<file path="src/rtl/filter_verdict_ctrl.sv">
// Verdict sequencer: pairs queued pass/drop verdicts with whole packets, forwarding or draining each.
// Optional pass byte accumulator enabled by FILTER_VERDICT_BYTE_COUNT_EN.
module filter_verdict_ctrl #(
   parameter int unsigned C_AXIS_DATA_WIDTH  = 256,
   parameter int unsigned C_AXIS_TUSER_WIDTH = 128,
   parameter int unsigned VERDICT_DEPTH_BITS = 4,
   parameter int unsigned NEARLY_FULL_SLACK  = 2
) (
   input  logic                            axi_aclk,
   input  logic                            axi_areset,
   input  logic                            result_wr_en,
   input  logic                            result_din,
   output logic                            result_nearly_full,
   input  logic [C_AXIS_DATA_WIDTH-1:0]    s_axis_tdata,
   input  logic [C_AXIS_DATA_WIDTH/8-1:0]  s_axis_tstrb,
   input  logic [C_AXIS_TUSER_WIDTH-1:0]   s_axis_tuser,
   input  logic                            s_axis_tvalid,
   output logic                            s_axis_tready,
   input  logic                            s_axis_tlast,
   output logic [C_AXIS_DATA_WIDTH-1:0]    m_axis_tdata,
   output logic [C_AXIS_DATA_WIDTH/8-1:0]  m_axis_tstrb,
   output logic [C_AXIS_TUSER_WIDTH-1:0]   m_axis_tuser,
   output logic                            m_axis_tvalid,
   input  logic                            m_axis_tready,
   output logic                            m_axis_tlast,
   input  logic                            clear_counters,
   output logic [31:0]                     pass_count,
   output logic [31:0]                     drop_count,
   output logic                            verdict_overflow
`ifdef FILTER_VERDICT_BYTE_COUNT_EN
   ,
   output logic [31:0]                     pass_byte_count
`endif
);

   localparam int unsigned STRB_W = C_AXIS_DATA_WIDTH / 8;
   localparam int unsigned DEPTH  = 1 << VERDICT_DEPTH_BITS;
   localparam int unsigned CNT_W  = VERDICT_DEPTH_BITS + 1;

   typedef enum logic [1:0] {ST_WAIT, ST_PASS, ST_DROP} state_t;

   state_t                        state;
   logic [DEPTH-1:0]              verdict_mem;
   logic [VERDICT_DEPTH_BITS-1:0] rd_ptr;
   logic [VERDICT_DEPTH_BITS-1:0] wr_ptr;
   logic [CNT_W-1:0]              count;
   logic [CNT_W-1:0]              count_next;
   logic                          fifo_empty;
   logic                          fifo_full;
   logic                          pop;
   logic                          push;
   logic                          lost;
   logic                          pass_done;
   logic                          drop_done;

   // Stream passthrough; data is only qualified by m_axis_tvalid in PASS
   assign m_axis_tdata  = s_axis_tdata;
   assign m_axis_tstrb  = s_axis_tstrb;
   assign m_axis_tuser  = s_axis_tuser;
   assign m_axis_tlast  = s_axis_tlast;
   assign m_axis_tvalid = (state == ST_PASS) && s_axis_tvalid;
   assign s_axis_tready = (state == ST_PASS) ? m_axis_tready : (state == ST_DROP);

   assign fifo_empty = (count == '0);
   assign fifo_full  = (count == CNT_W'(DEPTH));
   assign pop        = (state == ST_WAIT) && !fifo_empty && s_axis_tvalid;
   // A same-cycle pop frees the slot before the push is considered
   assign push       = result_wr_en && (!fifo_full || pop);
   assign lost       = result_wr_en && fifo_full && !pop;
   assign count_next = count + CNT_W'(push) - CNT_W'(pop);

   assign pass_done = (state == ST_PASS) && s_axis_tvalid && m_axis_tready && s_axis_tlast;
   assign drop_done = (state == ST_DROP) && s_axis_tvalid && s_axis_tlast;

   always_ff @(posedge axi_aclk) begin
      if (push) verdict_mem[wr_ptr] <= result_din;
   end

   always_ff @(posedge axi_aclk) begin
      if (axi_areset) begin
         state              <= ST_WAIT;
         rd_ptr             <= '0;
         wr_ptr             <= '0;
         count              <= '0;
         result_nearly_full <= 1'b0;
         pass_count         <= '0;
         drop_count         <= '0;
         verdict_overflow   <= 1'b0;
      end else begin
         case (state)
            ST_WAIT: if (pop) state <= verdict_mem[rd_ptr] ? ST_PASS : ST_DROP;
            ST_PASS: if (pass_done) state <= ST_WAIT;
            ST_DROP: if (drop_done) state <= ST_WAIT;
            default: state <= ST_WAIT;
         endcase

         if (pop)  rd_ptr <= rd_ptr + VERDICT_DEPTH_BITS'(1);
         if (push) wr_ptr <= wr_ptr + VERDICT_DEPTH_BITS'(1);
         count              <= count_next;
         result_nearly_full <= (CNT_W'(DEPTH) - count_next) <= CNT_W'(NEARLY_FULL_SLACK);

         if (clear_counters) begin
            pass_count       <= '0;
            drop_count       <= '0;
            verdict_overflow <= 1'b0;
         end else begin
            if (pass_done && pass_count != '1) pass_count <= pass_count + 32'd1;
            if (drop_done && drop_count != '1) drop_count <= drop_count + 32'd1;
            if (lost) verdict_overflow <= 1'b1;
         end
      end
   end

`ifdef FILTER_VERDICT_BYTE_COUNT_EN
   localparam int unsigned POP_W = $clog2(STRB_W + 1);

   logic [POP_W-1:0] strb_ones;
   logic [32:0]      byte_sum;
   logic             pass_beat;

   assign pass_beat = (state == ST_PASS) && s_axis_tvalid && m_axis_tready;

   always_comb begin
      strb_ones = '0;
      for (int i = 0; i < int'(STRB_W); i++) strb_ones = strb_ones + POP_W'(s_axis_tstrb[i]);
   end

   assign byte_sum = {1'b0, pass_byte_count} + 33'(strb_ones);

   // Saturating byte accumulator; clear beats a same-cycle add
   always_ff @(posedge axi_aclk) begin
      if (axi_areset || clear_counters) pass_byte_count <= '0;
      else if (pass_beat)               pass_byte_count <= byte_sum[32] ? '1 : byte_sum[31:0];
   end
`endif

endmodule

</file>
<file path="config.mk">
export PLATFORM = sky130hd
export DESIGN_NAME = filter_verdict_ctrl
export DESIGN_NICKNAME = d
export VERILOG_FILES = /design/src/rtl/filter_verdict_ctrl.sv
export SDC_FILE = /design/constraint.sdc
export NUM_CORES = 1
export LEC_CHECK = 0
export BUFFER_PORTS_ARGS = -buffer_cell sky130_fd_sc_hd__buf_2
export CAP_MARGIN = 40
export CORE_AREA = 2 2 359 361
export CTS_BUF_LIST = sky130_fd_sc_hd__clkbuf_8
export DETAILED_ROUTE_END_ITERATION = 7
export DIE_AREA = 0 0 361 363
export GPL_ROUTABILITY_DRIVEN = 0
export PLACE_DENSITY = 0.32
export SLEW_MARGIN = 5
export SYNTH_ARGS = -nofsm -noshare
export SYNTH_HDL_FRONTEND = slang
export SYNTH_SLANG_ARGS = --single-unit
</file>
<file path="constraint.sdc">
create_clock -name axi_aclk -period 3.2 [get_ports axi_aclk]
set_input_delay 0.64 -clock axi_aclk [delete_from_list [all_inputs] [get_ports axi_aclk]]
set_output_delay 0.64 -clock axi_aclk [all_outputs]
set_load 0.03 [all_outputs]
</file>
==> summary.md, run 1 <==
| Metric | Value |
|---|---|
| Final non-filler cell area | 7920 um2 |
| Vias/cell | 2.29 |
| Pins Over Slew Limit | 0 |
| Static leakage | 0.00230 uW |
| Pin count of the biggest net entering global routing | 32 |
| Highest Clock Rate | 339 MHz |
| Die height | roughly 360 um |
| Worst endpoint required time | 3.60 ns |
| First-pass GRT wire length | 50.3 mm |
| Worst Hold Class | in -> reg |
| Final #Nets | 1103 |
| Gr ovfl total | 0 |
| Asr flop ratio synth | 0% |
| Setup_tns | 0 ns |
| RSZ-0062 raised after global routing | no |
| Max Cap Viol | 0 |
| DIE AREA | 131000 um2 |
| FILL cells | approximately 15000 |
| Synth Instances | 984 |
| Clk_lat worst skew | 0.48 ns |
| Largest cells by area after synthesis | buf_4, dfxtp_1, edfxtp_1, or3_1, a21oi_1 |
| Post-Syn Nets | ~1400 |
| Reg area | between 2000 and 2500 um2 |
| Vias in the first global route | 5451 |
| Initial antenna violation count | 3 |
| Clk sinks | 97 |
| H-tree depth | 3 |
| Drt initial violations | 293 |
| Min Tclk post-route | 2.95 ns |
| Avg Cell Area, Syn | 8.32 um2 |
| DP Wirelength | approximately 32 mm |
| DP Cell Count | 2314 |
| Core Area | 127000 um2 |
| CP endpoint kind | flip-flop |
| Total power | ~3200 uW |
| Post-synth top flop | dfxtp_1 |
| CTS tree | built |
| Worst-path clk slew | 0.12 ns |
| Crit Path Class | reg -> reg |
| Postcts setup bufs | 0 |
| Syn Std Cell Area | 8190 um2 |
| Starting Density | 6.45% |
| Final Hold Violating Endpoints | 0 |
| Multi-input gate area | ~2800 um2 |
| Drt total wl | between 30 and 40 mm |
| Maximum VDD drop | 238 uV |
| Period utilization | 92.2% |
| EDFF count, synth | 16 |
| Maximum clock insertion buffer count | 2 |
| I/O Buffers | between 70 and 80 |
| CTS buffer count | 9 |
| Drt drc | 0 |
| Most common cell in the synthesized netlist | buf_4 |
| Area Overhead vs Synth | -3.35% |
| Hold Buf Count CTS | 0 |
| Setup crit start kind | flip-flop |
| Die W | 361 um |
| Vias | 5338 |
| Antenna viol nets, final | 0 |
| Max_slew headroom | 47.4% |
| Wire per inst | 16.7 um |
| Final Setup Violations | 0 |
| Sequential share of the synthesized area | 25.7% |
| Arrival @ worst endpoint | 3.35 ns |
| Fraction of layout instances using a drive strength above 1 | 23.4% |
| Synth cell count leaders | buf_4, dfxtp_1, nor2_1, nand2_1, a21oi_1 |
| FF+latch count, synth | 97 |
| Worst-margin pin slew | 0.788 ns |
| Post-route clock skew | approximately 0.023 ns |
| Yosys warns | 0 |
| Outcome | completed |
| PD cells | 400 nW/um2 |
| CP Max Fanout | 3 |
| Site Rows | 131 |
| Synth area leader | buf_4 |
| Library cells used by synthesis | 63 |
| Iteration count of the initial detailed-routing pass | 5 |
| Pre-CTS setup slack | -0.0753 ns |
| Placed cell area | 7690 um2 |
| Root buffer selected by CTS | clkbuf_8 |
| Fin cells | 2334 |
| Final WS setup | around 0.25 ns |
| Area share of the largest cell type after synthesis | 38.4% |
| Tot GR Track Use | 5.77% |
| Ports | slightly above 900 |
[worst max-delay path, stage by stage (launching register included)]
cell and delay [ns]:
dfxtp_1 0.35, inv_1 0.05, ha_1 0.21, nor3b_4 0.17, a31oi_4 0.18, inv_1 0.06, ha_1 0.26, inv_1 0.06
ha_1 0.15, inv_1 0.06, fa_1 0.40, nand2b_1 0.15, a21oi_1 0.18, nor3_1 0.08, or2_2 0.29, o31ai_1 0.21
[worst paths after layout]
path         cells after the start  slack (ns)           start            endpoint
max                             15        0.25        count[2]  result_nearly_full
max reg2reg                     15        0.25        count[2]  result_nearly_full
min reg2reg                      2        0.51  drop_count[15]      drop_count[15]
min                              3        0.48    result_wr_en    verdict_overflow
[routing by layer]
metal	GRT usage [%]	wire, um
met4	2.71	1410
met3	5.62	7540
met5	1.56	230
met2	6.87	14100
met1	6.45	15600
[per-stage QoR]
stage / util [%] / hold WS [ns]
final: 6.23 / 0.479
after global routing: 6.22 / 0.441
after CTS: 6.22 / 0.389
after detailed placement: 6.06 / 0.491
after global placement: 6.06 / 0.486
after floorplan: - / 0.501
[cell type report]
type | instances | area share (%)
timing repair buffer | 110 | 8.50
inverter | 18 | 0.853
clock inverter | 7 | 0.964
multi-input combinational | 427 | 35.2
sequential | 97 | 26.6
tap | 1662 | 26.3
clock buffer | 9 | 1.56
antenna | 4 | 0.126
[cell families after synthesis]
group                    after synthesis  share of synthesized area [%]
AND/OR/NAND/NOR                      258                           17.6
flip-flops                            97                           25.7
AO/OA/AOI/OAI                        125                           9.70
XOR/XNOR                              15                           1.60
adder cells (fa/ha/maj)               16                           2.54
buffers and inverters                460                           40.7
multiplexers                          13                           2.20
[cells in the final DEF (no fill, tap or decap), types with 3 or more instances in the layout]
| cell | instances |
|---|---|
| o21ai_1 | 6 |
| or2_2 | 3 |
| diode_2 | 4 |
| a21oi_1 | 45 |
| and4_1 | 7 |
| nand3_1 | 22 |
| inv_1 | 19 |
| and2_1 | 5 |
| nor3_1 | 9 |
| and3_1 | 13 |
| dfxtp_1 | 81 |
| nand4_2 | 3 |
| o21a_1 | 3 |
| edfxtp_1 | 16 |
| nor2_1 | 47 |
| nand2_1 | 47 |
| ha_1 | 15 |
| clkbuf_8 | 9 |
| buf_2 | 76 |
| nand4_1 | 28 |
| xnor2_1 | 7 |
| mux4_2 | 4 |
| xor2_1 | 8 |
| nor4_1 | 5 |
| o211ai_1 | 3 |
| or3_1 | 38 |
| mux2i_1 | 9 |
| nand2b_1 | 4 |
| a21oi_2 | 7 |
| o31ai_1 | 11 |
| o21ai_0 | 25 |
| buf_12 | 3 |
| buf_4 | 31 |
| or4_1 | 11 |
[report_power, final]
group          internal, uW  total [uW]  switching, uW
clock network           368         931            563
logic                   411         880            469
registers              1290        1360           64.8
total                  2070        3170           1100
[state kept, by name, indices dropped and copies added (netlist names)]
signal	cells
count	5
verdict_mem	16
verdict_overflow	1
rd_ptr	4
state	2
result_nearly_full	1
wr_ptr	4
pass_count	32
drop_count	32
[repair_timing]
item	4_1_cts	5_1_grt
setup endpoints to repair	1	1
cloned	0	0
hold endpoints to repair	0	0
gates resized for setup	1	1
Note: power is estimated with default switching activity, not from simulation.
==> run 2: changes to the inputs <==
--- a/config.mk
+++ b/config.mk
@@ -6,9 +6,7 @@
 export NUM_CORES = 1
 export LEC_CHECK = 0
 export BUFFER_PORTS_ARGS = -buffer_cell sky130_fd_sc_hd__buf_2
-export CAP_MARGIN = 40
 export CORE_AREA = 2 2 359 361
-export CTS_BUF_LIST = sky130_fd_sc_hd__clkbuf_8
 export DETAILED_ROUTE_END_ITERATION = 7
 export DIE_AREA = 0 0 361 363
 export GPL_ROUTABILITY_DRIVEN = 0
==> run 2 against run 1 <==
Effect of this change:
- first-iteration DRC count down 5.5%
- final area rose by 1.2%
- worst setup slack got worse by 0.00092 ns
- combinational power fell by 0.9%
- maximum frequency about the same
- cell count hardly changed
- clock-buffer cell count up 1
- utilization grew 0.073 points
- non-clock buffer count unchanged
- hold slack improved by 0.023 ns
- sequential power about the same
- critical endpoint unchanged
- largest cell class unchanged
==> summary.md, run 2 (synthesis gave the netlist of run 1 again) <==
| Metric | Value |
|---|---|
| Worst endpoint required time | 3.53 ns |
| Vias/cell | 2.29 |
| Met1 wire length | 15.6 mm |
| Site Rows | 131 |
| Max Cap Viol | 0 |
| Met2 wire len | 14.0 mm |
| Drt total wl | a little under 40 mm |
| Setup crit start kind | flip-flop |
| First-pass GRT wire length | between 50 and 60 mm |
| Top cell by count, worst path | inv_1 |
| Total power | about 3400 uW |
| Highest metal used | met5 |
| DIE AREA | 131000 um2 |
| Ports | a little over 900 |
| Reg area | 2100 um2 |
| RSZ-0062 raised after global routing | no |
| Static leakage | about 0.0023 uW |
| Wire length on met3 | roughly 7.6 mm |
| FILL cells | 14954 |
| Die height | 363 um |
| Final Setup Violations | 0 |
| Worst hold slack | 0.502 ns |
| Pins Over Slew Limit | 0 |
| Vias | 5339 |
| Final non-filler cell area | 8010 um2 |
| Crit-path max cell delay | 0.40 ns |
| Maximum clock insertion buffer count | 2 |
| Iteration count of the initial detailed-routing pass | 5 |
| Max_slew headroom | 47.6% |
| Final Hold Violating Endpoints | 0 |
| CTS buffer count | 9 |
| Post-route clock skew | between 0.015 and 0.02 ns |
| Clk_lat worst skew | between 0.4 and 0.5 ns |
| Hold Buf Count CTS | 0 |
| Starting Density | 6.45% |
| CP endpoint kind | flip-flop |
| Drt drc | 0 |
| Maximum VDD drop | 301 uV |
| Multi-input gate area | 2780 um2 |
| Commonest non-fill, non-tap cell in the layout | dfxtp_1 |
| Clk sinks | 97 |
| Area Overhead vs Synth | -2.22% |
| Initial antenna violation count | 3 |
| Arrival @ worst endpoint | 3.28 ns |
| Die W | between 300 and 400 um |
| Worst Setup EP | result_nearly_full |
| Crit Path Class | reg -> reg |
| Outcome | completed |
| Drt initial violations | ~280 |
| Vias in the first global route | around 5500 |
| Wire per inst | 16.7 um |
| Highest Clock Rate | around 340 MHz |
| Worst Hold Class | reg -> reg |
| CP Max Fanout | 3 |
| Placed cell area | 7690 um2 |
| DP Wirelength | 32.3 mm |
| Pre-CTS setup slack | -0.0753 ns |
| Period utilization | 92.2% |
| Antenna viol nets, final | 0 |
| Reg2reg setup slack | 0.25 ns |
| Post-layout util | between 6 and 7% |
| Postcts setup bufs | 0 |
| Gr ovfl total | 0 |
| Core Area | 127000 um2 |
| Worst-path clk slew | 0.08 ns |
| Tot GR Track Use | under 10% |
| Final #Nets | 1103 |
| I/O Buffers | 76 |
| Min Tclk post-route | 2.95 ns |
| CTS tree | built |
| Pin count of the biggest net entering global routing | 32 |
| Most frequent cells in the layout | dfxtp_1, buf_2, nand2_1, nor2_1, a21oi_1 |
| PD cells | 430 nW/um2 |
| Critical Path Start | count[2] |
| Critical R2R Capture | result_nearly_full |
| Root buffer selected by CTS | clkbuf_16 |
| H-tree depth | 3 |
| Highest-delay cell along the critical path | fa_1 |
| Worst-margin pin slew | about 0.78 ns |
| Top flop regs | drop_count: 32 flops, pass_count: 32 flops, verdict_mem: 16 flops |
| Fraction of layout instances using a drive strength above 1 | a little under a quarter |
| Worst reg2reg startpoint | count[2] |
| Final WS setup | about 0.25 ns |
| CP cell instances | inv_1, ha_1, nor3b_2, a31oi_4, inv_1, ha_1, inv_1, ha_1, inv_1, fa_1, nand2b_1, a21oi_1, nor3_1, or2_2, o31ai_1 |
| Reg2reg path depth | 15 |
-- run 2: worst max-delay path: cells and delay by family, from the launching register on --
family | cells | cell delay [ns]
adder cells (fa/ha/maj) | 4 | 1.01
AND/OR/NAND/NOR | 4 | 0.71
flip-flops | 1 | 0.34
AO/OA/AOI/OAI | 3 | 0.58
buffers and inverters | 4 | 0.23
-- run 2: how the worst min path moves through the flow --
stage	cells after the start	slack, ns	startpoint	end
finish	2	0.50	drop_count[15]	drop_count[15]
global route	3	0.54	result_wr_en	verdict_overflow
CTS	3	0.50	result_wr_en	verdict_overflow
detailed placement	2	0.49	drop_count[15]	drop_count[15]
global placement	2	0.49	drop_count[15]	drop_count[15]
floorplan	2	0.50	rd_ptr[3]	rd_ptr[3]
-- run 2: per-stage QoR --
step	TNS (ns)	instances
5_1_grt	0	2330
4_1_cts	0	2330
6_report	0	2333
3_5_place_dp	-0.109	2314
3_3_place_gp	-0.222	2314
2_1_floorplan	0	984
-- run 2: layout make-up --
cell class	count	area share, %
Sequential cell	97	26.2
Inverter	18	0.844
Clock buffer	10	2.86
Tap cell	1662	26.0
Timing Repair Buffer	110	8.40
Clock inverter	6	0.906
Multi-Input combinational cell	427	34.7
Antenna cell	3	0.0937
-- run 2: power breakdown --
part	total, uW	leakage, uW	switching, uW	internal [uW]
logic	872	0.00139	468	403
clock network	1210	0.000149	597	617
registers	1350	0.000799	63.1	1290
-- run 2: per-layer routing --
layer	GRT usage [%]	up-vias
li1	-	2316
met1	6.45	2333
met2	6.87	542
met3	5.62	140
met4	2.78	8
met5	1.56	-
-- run 2: what timing repair did --
action / in CTS / in global routing
resized for setup: 1 / 0
setup endpoints to repair: 1 / 0
hold endpoints to repair: 0 / 0
==> run 3: changes to the inputs <==
==> constraint.sdc (replaced) <==
create_clock -name axi_aclk -period 2.45 [get_ports axi_aclk]
set_input_delay 0.49 -clock axi_aclk [delete_from_list [all_inputs] [get_ports axi_aclk]]
set_output_delay 0.49 -clock axi_aclk [all_outputs]
set_load 0.03 [all_outputs]
==> run 3 against run 2 <==
Effect of this change:
- the flow now finishes with violations (negative setup slack)
- first-iteration DRC count fell by 26%
- wire length rose by 4.4%
- clock skew rose by 0.011 ns
- largest power group unchanged
==> summary.md, run 3 (synthesis gave the netlist of run 1 again) <==
| Metric | Value |
|---|---|
| Outcome | finished with violations |
| Violated checks | negative setup slack |
| FILL cells | approximately 15000 |
| H-tree depth | 3 |
| Static leakage | 0.00257 uW |
| Ports | 909 |
| Pin count of the biggest net entering global routing | 40 |
| Final non-filler cell area | 8460 um2 |
| Top flop regs | drop_count: 32 flops, pass_count: 32 flops, verdict_mem: 16 flops |
| Multi-input gate area | 2870 um2 |
| Die W | 361 um |
| Most frequent cells in the layout | dfxtp_1, buf_2, buf_4, nand2_1, nor2_1 |
| Area Overhead vs Synth | 3.35% |
| Final WS setup | -0.299 ns |
| Initial antenna violation count | 2 |
| Pins Over Slew Limit | 0 |
| Highest metal used | met5 |
| Starting Density | 6.45% |
| Worst Hold Class | in -> reg |
| Vias/cell | 2.32 |
| Vias | 5517 |
| Tot GR Track Use | 6.01% |
| Wire per inst | 17.1 um |
| Maximum clock insertion buffer count | 2 |
| Arrival @ worst endpoint | 3.06 ns |
| DIE AREA | ~130000 um2 |
| RSZ-0062 raised after global routing | yes |
| Root buffer selected by CTS | clkbuf_16 |
| Drt total wl | 40.6 mm |
| Period utilization | 112% |
| Met2 wire len | 15.6 mm |
| Gr ovfl total | 0 |
| Wire length on met3 | 7.50 mm |
| CTS buffer count | 9 |
| Iteration count of the initial detailed-routing pass | 4 |
| Placed cell area | 8030 um2 |
| DP Cell Count | about 2300 |
| Met1 wire length | 15.5 mm |
| Site Rows | 131 |
| Worst endpoint required time | 2.77 ns |
| Final Hold Violating Endpoints | 0 |
| Vias in the first global route | between 5000 and 6000 |
| Crit Path Class | reg -> reg |
| Antenna viol nets, final | 0 |
| Clk sinks | 97 |
| Min Tclk post-route | 2.75 ns |
| Clk_lat worst skew | 0.41 ns |
| Hold Buf Count CTS | 0 |
| Worst hold slack | 0.409 ns |
| Core Area | around 130000 um2 |
| Post-layout util | 6.66% |
| Highest Clock Rate | around 360 MHz |
| First-pass GRT wire length | 52.7 mm |
| Drt initial violations | approximately 210 |
| Setup crit start kind | flip-flop |
| Fin cells | roughly 2400 |
| Post-route clock skew | 0.0273 ns |
| Maximum VDD drop | 351 uV |
| CP endpoint kind | flip-flop |
| Drt drc | 0 |
| Final #Nets | 1139 |
| Die height | 363 um |
| CP Max Fanout | 3 |
| Max Cap Viol | 0 |
| Pre-CTS setup slack | -0.578 ns |
| Worst-path clk slew | 0.08 ns |
| PD cells | around 580 nW/um2 |
| Commonest non-fill, non-tap cell in the layout | dfxtp_1 |
| DP Wirelength | 34.0 mm |
| Final Setup Violations | 2 |
| Fraction of layout instances using a drive strength above 1 | 30.0% |
| Max_slew headroom | 71.2% |
| I/O Buffers | 76 |
| CTS tree | built |
| Reg area | roughly 2100 um2 |
| Worst-margin pin slew | 0.431 ns |
-- run 3: changes by cell type in the layout (fill, tap and decap cells not counted), sizes merged --
cell / delta
clkinv: -1
buf: +36
diode: +4
bufinv: -1
clkbuf: +2
-- run 3: power by group --
group | leakage (uW) | switching [uW] | internal, uW
Combinational | 0.00161 | 731 | 836
Sequential | 0.000800 | 78.7 | 1690
Clock | 0.000157 | 791 | 825
-- run 3: path summary, 6_finish.rpt --
check / from / to / slack (ns) / cells past startpoint
setup reg to reg: state[1] / result_nearly_full / -0.30 / 12
setup / recovery: state[1] / result_nearly_full / -0.30 / 12
hold reg to reg: pass_count[12] / pass_count[12] / 0.51 / 2
hold / removal: result_wr_en / verdict_overflow / 0.41 / 3
-- run 3: worst max-delay path, stage by stage, from the launching register on --
cell,delay [ns]
dfxtp_2,0.32
or3b_4,0.42
a31oi_4,0.15
inv_1,0.06
ha_1,0.26
inv_1,0.06
ha_2,0.17
inv_2,0.04
fa_2,0.56
ha_4,0.22
a21oi_4,0.14
o21ai_1,0.08
o31ai_1,0.19
-- run 3: cell type report --
class / count / area share, %
inverter: 18 / 0.798
sequential: 97 / 24.9
clock buffer: 12 / 3.28
clock inverter: 4 / 0.443
multi-input combinational: 427 / 33.9
tap: 1662 / 24.6
timing repair buffer: 146 / 11.9
antenna: 7 / 0.207
-- run 3: timing repair --
item | 4_1_cts | 5_1_grt
setup buffers | 3 | 2
resized for setup | 12 | 6
endpoints found under the setup margin | 4 | 4
pin swaps | 4 | 1
-- run 3: stage by stage --
step / total power [uW] / setup TNS, ns
after detailed placement: 3140 / -1.63
after CTS: 4980 / -0.555
after global routing: 5300 / -0.917
after global placement: 3160 / -1.78
final: 4950 / -0.519
after floorplan: 3830 / -0.868
-- run 3: per-layer routing --
| layer | global-route usage, % | up-vias |
|---|---|---|
| met5 | 1.05 | - |
| met2 | 7.75 | 498 |
| met4 | 2.96 | 6 |
| met3 | 5.71 | 123 |
| li1 | - | 2393 |
| met1 | 6.35 | 2497 |
